$ cat src/rtl/creek_pkg.sv
// Shared constants and state encoding for the creek vector core fetch path.
package creek_pkg;

  localparam int CREEK_ADDR_WIDTH  = 10;
  localparam int CREEK_INSTR_WIDTH = 16;

  typedef enum logic [2:0] {
    INIT,
    IDLE,
    RUN,
    PAUSED,
    DRAIN
  } fetch_state_t;

  // RUN and PAUSED are the states in which a program is live.
  function automatic logic is_active(input fetch_state_t s);
    return (s == RUN) || (s == PAUSED);
  endfunction

endpackage

$ cat src/rtl/creek_fetch_fifo.sv
// Two-entry skid FIFO holding packed {pc, instr} words between fetch and decode.
module creek_fetch_fifo #(
  parameter int WIDTH = 26
) (
  input  logic             clock,
  input  logic             reset_n,
  input  logic             flush,
  input  logic             push,
  input  logic [WIDTH-1:0] push_data,
  input  logic             pop,
  output logic [WIDTH-1:0] head,
  output logic [1:0]       count,
  output logic             full,
  output logic             empty
);

  logic [WIDTH-1:0] mem [2];
  logic             rd_ptr;
  logic             wr_ptr;
  logic             do_push;
  logic             do_pop;

  assign full  = (count == 2'd2);
  assign empty = (count == 2'd0);
  assign head  = mem[rd_ptr];

  // A push into a full FIFO is allowed only when the head leaves in the same cycle.
  always_comb begin
    do_pop  = pop && !empty;
    do_push = push && (!full || do_pop);
  end

  always_ff @(posedge clock or negedge reset_n) begin
    if (!reset_n) begin
      mem[0] <= '0;
      mem[1] <= '0;
      rd_ptr <= 1'b0;
      wr_ptr <= 1'b0;
      count  <= 2'd0;
    end else if (flush) begin
      rd_ptr <= 1'b0;
      wr_ptr <= 1'b0;
      count  <= 2'd0;
    end else begin
      if (do_push) begin
        mem[wr_ptr] <= push_data;
        wr_ptr      <= ~wr_ptr;
      end
      if (do_pop) begin
        rd_ptr <= ~rd_ptr;
      end
      if (do_push && !do_pop) begin
        count <= count + 2'd1;
      end else if (!do_push && do_pop) begin
        count <= count - 2'd1;
      end
    end
  end

endmodule

$ cat src/rtl/creek_instr_fetch.sv
// Instruction fetch stage: memory read port, skid FIFO to decode, host control handshake.
// Optional stall counter built when CREEK_FETCH_PERFCNT_EN is defined.
module creek_instr_fetch
  import creek_pkg::*;
#(
  parameter int ADDR_WIDTH  = CREEK_ADDR_WIDTH,
  parameter int INSTR_WIDTH = CREEK_INSTR_WIDTH
) (
  input  logic                   clock,
  input  logic                   reset_n,
  input  logic                   local_init_done,
  input  logic                   pause_n,
  input  logic                   resume,
  output logic                   waiting,
  output logic [ADDR_WIDTH-1:0]  instr_address,
  input  logic [INSTR_WIDTH-1:0] instr_data,
  input  logic                   halt,
  input  logic                   redirect_valid,
  input  logic [ADDR_WIDTH-1:0]  redirect_pc,
  output logic                   out_valid,
  input  logic                   out_ready,
  output logic [INSTR_WIDTH-1:0] out_instr,
  output logic [ADDR_WIDTH-1:0]  out_pc,
  output logic [31:0]            stall_cycles
);

  localparam int                    ENTRY_WIDTH = ADDR_WIDTH + INSTR_WIDTH;
  localparam logic [ADDR_WIDTH-1:0] PC_ONE      = {{(ADDR_WIDTH-1){1'b0}}, 1'b1};

  fetch_state_t           state;
  fetch_state_t           next_state;
  logic [ADDR_WIDTH-1:0]  pc;
  logic [ADDR_WIDTH-1:0]  pc_next;
  logic [ADDR_WIDTH-1:0]  issue_addr;
  logic                   issue;
  logic                   inflight;
  logic                   active;
  logic                   start;
  logic                   halt_take;
  logic                   redirect_take;
  logic                   can_issue;
  logic                   room;
  logic                   pop;
  logic                   flush;
  logic                   push;
  logic [ENTRY_WIDTH-1:0] fifo_head;
  logic [1:0]             fifo_count;
  logic                   fifo_full;
  logic                   fifo_empty;

  assign active        = is_active(state);
  assign start         = (state == IDLE) && resume && pause_n;
  assign halt_take     = active && halt;
  assign redirect_take = active && redirect_valid && !halt;
  assign can_issue     = (state == RUN) && pause_n;
  assign pop           = out_valid && out_ready;
  assign flush         = halt_take || redirect_take;
  assign push          = inflight && !flush;

  // Issue only if the word would still fit once everything already in flight has landed.
  assign room = fifo_full ? (pop && !inflight) : (fifo_empty || pop || !inflight);

  always_comb begin
    next_state = state;
    case (state)
      INIT:    if (local_init_done) next_state = IDLE;
      IDLE:    if (start) next_state = RUN;
      RUN: begin
        if (halt)          next_state = DRAIN;
        else if (!pause_n) next_state = PAUSED;
      end
      PAUSED: begin
        if (halt)         next_state = DRAIN;
        else if (pause_n) next_state = RUN;
      end
      DRAIN:   next_state = IDLE;
      default: next_state = INIT;
    endcase
  end

  // A redirect while paused only retargets the PC; the read goes out once fetch resumes.
  always_comb begin
    issue      = 1'b0;
    issue_addr = pc;
    pc_next    = pc;
    if (start) begin
      issue      = 1'b1;
      issue_addr = '0;
    end else if (redirect_take) begin
      issue      = can_issue;
      issue_addr = redirect_pc;
      pc_next    = redirect_pc;
    end else if (!halt_take && can_issue && room) begin
      issue = 1'b1;
    end
    if (issue) begin
      pc_next = issue_addr + PC_ONE;
    end
  end

  always_ff @(posedge clock or negedge reset_n) begin
    if (!reset_n) begin
      state         <= INIT;
      pc            <= '0;
      instr_address <= '0;
      inflight      <= 1'b0;
      waiting       <= 1'b0;
    end else begin
      state    <= next_state;
      pc       <= pc_next;
      inflight <= issue;
      waiting  <= (next_state == IDLE);
      if (issue) begin
        instr_address <= issue_addr;
      end
    end
  end

  creek_fetch_fifo #(
    .WIDTH(ENTRY_WIDTH)
  ) u_fifo (
    .clock    (clock),
    .reset_n  (reset_n),
    .flush    (flush),
    .push     (push),
    .push_data({instr_address, instr_data}),
    .pop      (pop),
    .head     (fifo_head),
    .count    (fifo_count),
    .full     (fifo_full),
    .empty    (fifo_empty)
  );

  assign out_valid = !fifo_empty;
  assign out_pc    = fifo_head[ENTRY_WIDTH-1:INSTR_WIDTH];
  assign out_instr = fifo_head[INSTR_WIDTH-1:0];

`ifdef CREEK_FETCH_PERFCNT_EN
  logic [31:0] stall_count;

  always_ff @(posedge clock or negedge reset_n) begin
    if (!reset_n) begin
      stall_count <= '0;
    end else if (start) begin
      stall_count <= '0;
    end else if (active && out_valid && !out_ready && (stall_count != 32'hFFFF_FFFF)) begin
      stall_count <= stall_count + 32'd1;
    end
  end

  assign stall_cycles = stall_count;
`else
  assign stall_cycles = '0;
`endif

endmodule

$ cat config.mk
export PLATFORM = sky130hd
export DESIGN_NAME = creek_instr_fetch
export DESIGN_NICKNAME = d
export VERILOG_FILES = /design/src/rtl/creek_pkg.sv /design/src/rtl/creek_fetch_fifo.sv /design/src/rtl/creek_instr_fetch.sv
export SDC_FILE = /design/constraint.sdc
export NUM_CORES = 1
export LEC_CHECK = 0
export CAP_MARGIN = 10
export CORE_MARGIN = 10
export CORE_UTILIZATION = 40
export CTS_BUF_LIST = sky130_fd_sc_hd__clkbuf_4 sky130_fd_sc_hd__clkbuf_8 sky130_fd_sc_hd__clkbuf_16
export DETAILED_ROUTE_END_ITERATION = 8
export DONT_BUFFER_PORTS = 1
export HOLD_SLACK_MARGIN = 0.1
export PLACE_DENSITY = 0.66
export SLEW_MARGIN = 15
export SYNTH_ARGS = -nofsm -noshare
export SYNTH_HDL_FRONTEND = slang
export SYNTH_SLANG_ARGS = --single-unit
$ cat constraint.sdc
create_clock -name clock -period 2.2 [get_ports clock]
set_clock_uncertainty 0.1 [all_clocks]
set_input_delay 0 -clock clock [delete_from_list [all_inputs] [get_ports clock]]
set_output_delay 0 -clock clock [all_outputs]
set_load 0.005 [all_outputs]
==> After elaboration in Yosys (flattened, before gate mapping) <==
Index checks and enable logic that the tools add are counted.
{ "word_totals": {"reg_bits": 81, "latchBits": 0, "ram_bits": 0, "romBits": 0, "inputBits": 34, "mem_count": 0} }
{ "classes": {"addsub": 3, "multipliers": 0, "div_mod_pow": 0, "order_cmp": 3, "eq_ne": 7, "shifts": 0, "n_mux": 28, "n_bitwise": 5, "n_reduce_logical": 35} }
{ "op_table": {"columns": ["op", "count"], "rows": [
  ["$mux 26", 4],
  ["$bwmux 52", 1],
  ["$mux 10", 4],
  ["$demux 26 s1", 1],
  ["$mux 3", 6],
  ["$logic_and 1x1->1", 16],
  ["$pmux 3 s5", 1],
  ["$add 10x1->10 const B", 1],
  ["$logic_not 1->1", 8],
  ["$mux 1", 8],
  ["$eq 3x1->1 const B", 2],
  ["$eq 3x2->1 const B", 2],
  ["$mux 2", 3],
  ["$logic_or 1x1->1", 5],
  ["$ge 2x2->1 const B", 2],
  ["$not 1->2", 2],
  ["$reduce_bool 2->1", 2],
  ["$eq 3x3->1 const B", 1],
  ["$logic_not 3->1", 1],
  ["$not 1->1", 3],
  ["$reduce_bool 3->1", 1],
  ["$add 2x1->2 const B", 1],
  ["$eq 2x2->1 const B", 1],
  ["$logic_not 2->1", 1],
  ["other kinds (4)", 4]
]} }

==> Depth between registers and ports, before layout <==
{ "depth": {"depth_word": 13, "depth_mapped": 10, "ltp_nobuf": 7} }

==> Hierarchy <==
From an unflattened synthesis, not the netlist that was laid out.
{ "unflattened": {"cells_unflattened": 336, "area_unflattened_um2": 4220.3} }
{ "by_module_without_submodules": {"columns": ["module", "instances", "cells_each", "area_per_inst_um2", "seq_area_each_um2"], "rows": [
  ["creek_fetch_fifo", 1, 163, 2562.5, 1401.3],
  ["creek_instr_fetch", 1, 173, 1657.8, 625.6]
]} }

==> Least setup slack after synthesis <==
No wires, ideal clock.
{ "synth_timing": {"kind": "reg2reg", "startpoint": "register state[2]", "endpoint": "register pc[8]", "setup_time_ps": 80, "arrival_time_ps": 2154, "t_required_ps": 2020, "setup_slack_ps": -134, "path_stages_with_launch": 11, "n_path_buf": 3, "synth_period_minus_slack_ps": 2334, "cell_sequence": "dfrtp_1 -> buf_6 -> and4bb_1 -> buf_2 -> buf_2 -> mux2i_1 -> nor2_1 -> ha_1 -> nand4_4 -> a2111oi_2 -> xor2_1"} }
{ "synth_via": {"elab_cells_between_ends": 22, "cone_classes": "add/sub (1); eq/ne (4); mux (7); reduce/logical (10)"} }
{ "synth_rtl": {"columns": ["item", "line_no", "source"], "rows": [
  ["start: declaration", "creek_instr_fetch.sv:30", "fetch_state_t state;"],
  ["start signal: assignment", "creek_instr_fetch.sv:109", "state <= next_state;"],
  ["$eq 3x2->1", "creek_pkg.sv:17", "return (s == RUN) || (s == PAUSED);"],
  ["$logic_or 1x1->1", "creek_pkg.sv:17", null],
  ["$logic_and 1x1->1 (2 in series)", "creek_instr_fetch.sv:54", "assign redirect_take = active && redirect_valid && !halt;"],
  ["$mux 10", null, null],
  ["$mux 10 *", "creek_instr_fetch.sv:86", "if (start) begin"],
  ["via issue_addr[1]", "creek_instr_fetch.sv:34", "logic [ADDR_WIDTH-1:0] issue_addr;"],
  ["$add 10x1->10 *", "creek_instr_fetch.sv:97", "pc_next = issue_addr + PC_ONE;"],
  ["$mux 10 *", "creek_instr_fetch.sv:96", "if (issue) begin"],
  ["end signal: assignment", "creek_instr_fetch.sv:110", "pc <= pc_next;"],
  ["end: declaration", "creek_instr_fetch.sv:32", "logic [ADDR_WIDTH-1:0] pc;"]
]} }
Mark *: on every way through the listed nets, which the timed path passes. The rest lies on a longest branch. The select of a mux whose other input is x is not followed.
A chain may end at the register's enable or synchronous reset.

==> Final worst setup path <==
{ "layout_timing": {"startpoint": "register u_fifo.count[1]", "endpoint": "register pc[8]"} }
{ "layout_via": {"elab_chain_len": 11, "elab_cells_between_ends": 14, "cone_classes": "eq/ne (2); mux (5); reduce/logical (7)"} }
{ "layout_lines": {"columns": ["item", "line_no", "source"], "rows": [
  ["start: declaration", "creek_fetch_fifo.sv:12", "output logic [1:0] count,"],
  ["start signal: assignment", "creek_fetch_fifo.sv:53", "count <= count + 2'd1;"],
  ["start signal: assignment", "creek_fetch_fifo.sv:55", "count <= count - 2'd1;"],
  ["$logic_not 2->1 *", "creek_fetch_fifo.sv:24", "assign empty = (count == 2'd0);"],
  ["$logic_not 1->1 *", "creek_instr_fetch.sv:134", "assign out_valid = !fifo_empty;"],
  ["via out_valid", "creek_instr_fetch.sv:20", "output logic out_valid,"],
  ["$logic_and 1x1->1 *", "creek_instr_fetch.sv:56", "assign pop = out_valid && out_ready;"],
  ["$logic_or 1x1->1 (2 in series)", "creek_instr_fetch.sv:61", "assign room = fifo_full ? (pop && !inflight) : (fifo_empty || pop || !inflight);"],
  ["$mux 1 *", "creek_instr_fetch.sv:61", null],
  ["$logic_and 1x1->1 *", "creek_instr_fetch.sv:93", "end else if (!halt_take && can_issue && room) begin"],
  ["$mux 1 *", "creek_instr_fetch.sv:93", null],
  ["$mux 1 *", "creek_instr_fetch.sv:89", "end else if (redirect_take) begin"],
  ["$mux 1 *", "creek_instr_fetch.sv:86", null],
  ["$ne 2x2->1 (no source line) / $mux 10 (equally long branches)", null, null]
]} }
Mark *: on every way through the listed nets, which the timed path passes. The rest lies on a longest branch.

==> metrics.txt <==
sequential cell area=2030 sq um; routed len/inst=17.7 um; CTS root buf=clkbuf_8; clock buffer depth=2; worst slack, placed=0.105 ns; vias in the first global route=2832; initial antenna violation count=1; Synth Warn #=0; Final WS setup=0.134 ns; Fmax=0.484 GHz; Crit path largest cell delay=0.44 ns; multi-input gate area in the final layout=1920 sq um; VDD IR max=0.371 mV; Post-synth ARST share=100%; drt initial violations=293; first-pass GRT wire length=15.1 mm; CTS tree=built; Crit. End Element=flop; Fill cells=941; post-CTS setup buffers=0; cell area after synthesis=4150 sq um; port buffer count=0; Total Wirelength=9.43 mm; worst hold path type=in -> async; ranking of synthesized cells by area=dfrtp_1 49%, mux2_2 14%, mux2_1 7.3%; CP bufs+invs=0; critical path data arrival time=2.23 ns; total chip power=5.52 mW; sequential area share after synthesis=48.8%; DRC=0; syn avg cell area=11.8 sq um; Avg Vias per Cell=5.03; row cnt=37; fraction of layout cells with a size suffix above 1=24.8%; core box area=10200 sq um; GPL Wtd Cong=0.865; final-report hold violation count=0; Die Span X=122 um; Synth top area share=48.8%; clock slew at reported path FFs=0.09 ns; critical path class=reg -> reg; top-level port count=104; Synth Instances=352; Crit Path Max Fanout=6; CP max stage cell=dfrtp_1; Pwr per Cell Area=1150 nW/um^2; Routed Antenna Nets=0; CP required=2.37 ns; setup TNS=0 ns; Main synth FF type=dfrtp_1; EDFF count, synth=0; Final period util=93.9%; Initial Util=40.6%; Final Net Count=425; Setup-failing EPs final=0; RSZ-0062 raised after global routing=false; Yosys reg bits=81; Distinct cells, synth=48; max-slew violation count=0; chip height=122 um; HPWL Detailed=6.60 mm; Area Growth Syn to Fin=15.7%; CTS Buf Count=9; CTS H-tree depth=3; DR vias=2678; crit-path cells=or2_1 -> a41oi_4 -> nand4_4 -> a2111oi_4 -> xor2_1; final worst path period need=2.07 ns; largest net degree at the start of global routing=82; Leak=2.17 nW; Reg2Reg Setup Slack=0.13 ns; status=finished, final reports clean; crit start category=flop; most common library cells after synthesis=81 x dfrtp_1, 51 x mux2_2, 36 x nand2_1; Sink Count=81; most frequent cell after synthesis=dfrtp_1; die area=14900 sq um; clock latency at the later pin of the worst-skew pair=0.35 ns; Yosys top cell by area=dfrtp_1; Top delay family on crit path=compound AO/OA/AOI/OAI gates; TritonRoute pass-1 iters=4; gr ovfl total=0; Max Cap Viol=0; Total GRT Usage=12.6%
[cell usage in the layout, fill, tap and decap left out, types with 2 or more instances in the layout]
| cell type | count |
|---|---|
| or2_1 | 2 |
| mux2_2 | 51 |
| mux2i_1 | 5 |
| nand4bb_1 | 2 |
| nand3_1 | 14 |
| nand2_1 | 36 |
| dfrtp_1 | 79 |
| nor2b_1 | 4 |
| a21oi_1 | 10 |
| a211oi_1 | 2 |
| a31o_2 | 3 |
| nand2b_1 | 4 |
| o211ai_1 | 2 |
| clkbuf_8 | 9 |
| xor2_1 | 7 |
| buf_12 | 2 |
| a21o_1 | 4 |
| nor3_1 | 7 |
| buf_4 | 9 |
| conb_1 | 32 |
| or2_2 | 2 |
| o21ai_0 | 2 |
| clkinvlp_4 | 3 |
| nor2_1 | 12 |
| dfrtp_2 | 2 |
| mux2_1 | 27 |
| dlygate4sd3_1 | 34 |
[worst paths after layout]
| kind | cells after the start | start | endpoint |
|---|---|---|---|
| min in group clock | 5 | out_ready | u_fifo.wr_ptr |
| max reg2reg | 5 | u_fifo.count[1] | pc[8] |
| min reg2reg | 1 | u_fifo.mem[41] | u_fifo.mem[41] |
| max | 5 | u_fifo.count[1] | pc[8] |
| min | 2 | reset_n | u_fifo.mem[8] |
| max in group asynchronous | 2 | reset_n | state[1] |
[flip-flops by register name (all words and copies together), names as in the netlist]
register and cells:
inflight 1, u_fifo.rd_ptr 1, u_fifo.count 2, u_fifo.mem 52
u_fifo.wr_ptr 1, waiting 1, state 3, instr_address 10
pc 10
[report_power, final]
part	switching (mW)	total, mW	internal [mW]	leakage (nW)
combinational	0.904	1.90	0.992	1.04
clock	0.575	1.11	0.534	0.0938
sequential	0.411	2.51	2.10	1.04
[through the flow]
stage	cells	utilization [%]	instance area (sq um)	hold slack, ns
after global placement	480	41.3	4230	-0.393
after detailed placement	480	41.3	4230	-0.393
final	532	47.0	4810	0.117
after CTS	531	46.9	4790	0.115
after global routing	532	47.0	4810	0.131
after floorplan	383	-	4300	-0.396
[metal layers]
layer	up-vias	wire length [um]	global-route usage [%]
met4	0	97	4.55
li1	1244	-	-
met3	10	736	3.98
met5	-	0	0
met1	1328	4270	16.2
met2	96	4330	19.5
[worst reg2reg max path: stages (launching register included)]
cell and delay (ns):
dfrtp_1 0.44, or2_1 0.35, a41oi_4 0.39, nand4_4 0.18, a2111oi_4 0.35, xor2_1 0.17
[cell families (layout without fill, tap and decap cells)]
| family | after synthesis | after routing | synth area share, % |
|---|---|---|---|
| and+or+nand+nor | 97 | 97 | 12.6 |
| AOI/OAI and AO/OA | 29 | 29 | 5.51 |
| adders and majority gates | 1 | 1 | 0.301 |
| other | 1 | 33 | 0.0903 |
| buffers and inverters | 51 | 63 | 8.41 |
| muxes | 84 | 84 | 22.6 |
| DFF | 81 | 81 | 48.8 |
| xor gates and xnor gates | 8 | 8 | 1.69 |
[layout make-up]
type / instances / share of cell area, %
diodes: 1 / 0.0521
clock buffers: 9 / 2.58
clock inverters: 7 / 1.61
inverters: 1 / 0.0781
multi-input cells: 251 / 40.0
flip-flops and latches: 81 / 42.2
well taps: 136 / 3.54
repair buffers: 46 / 9.89
[timing repair]
action,4_1_cts,5_1_grt
setup endpoints to repair,0,27
hold buffers,35,0
hold endpoints to repair,141,0
resized for setup,0,4
No activity file was read; power rests on OpenSTA's default activity.
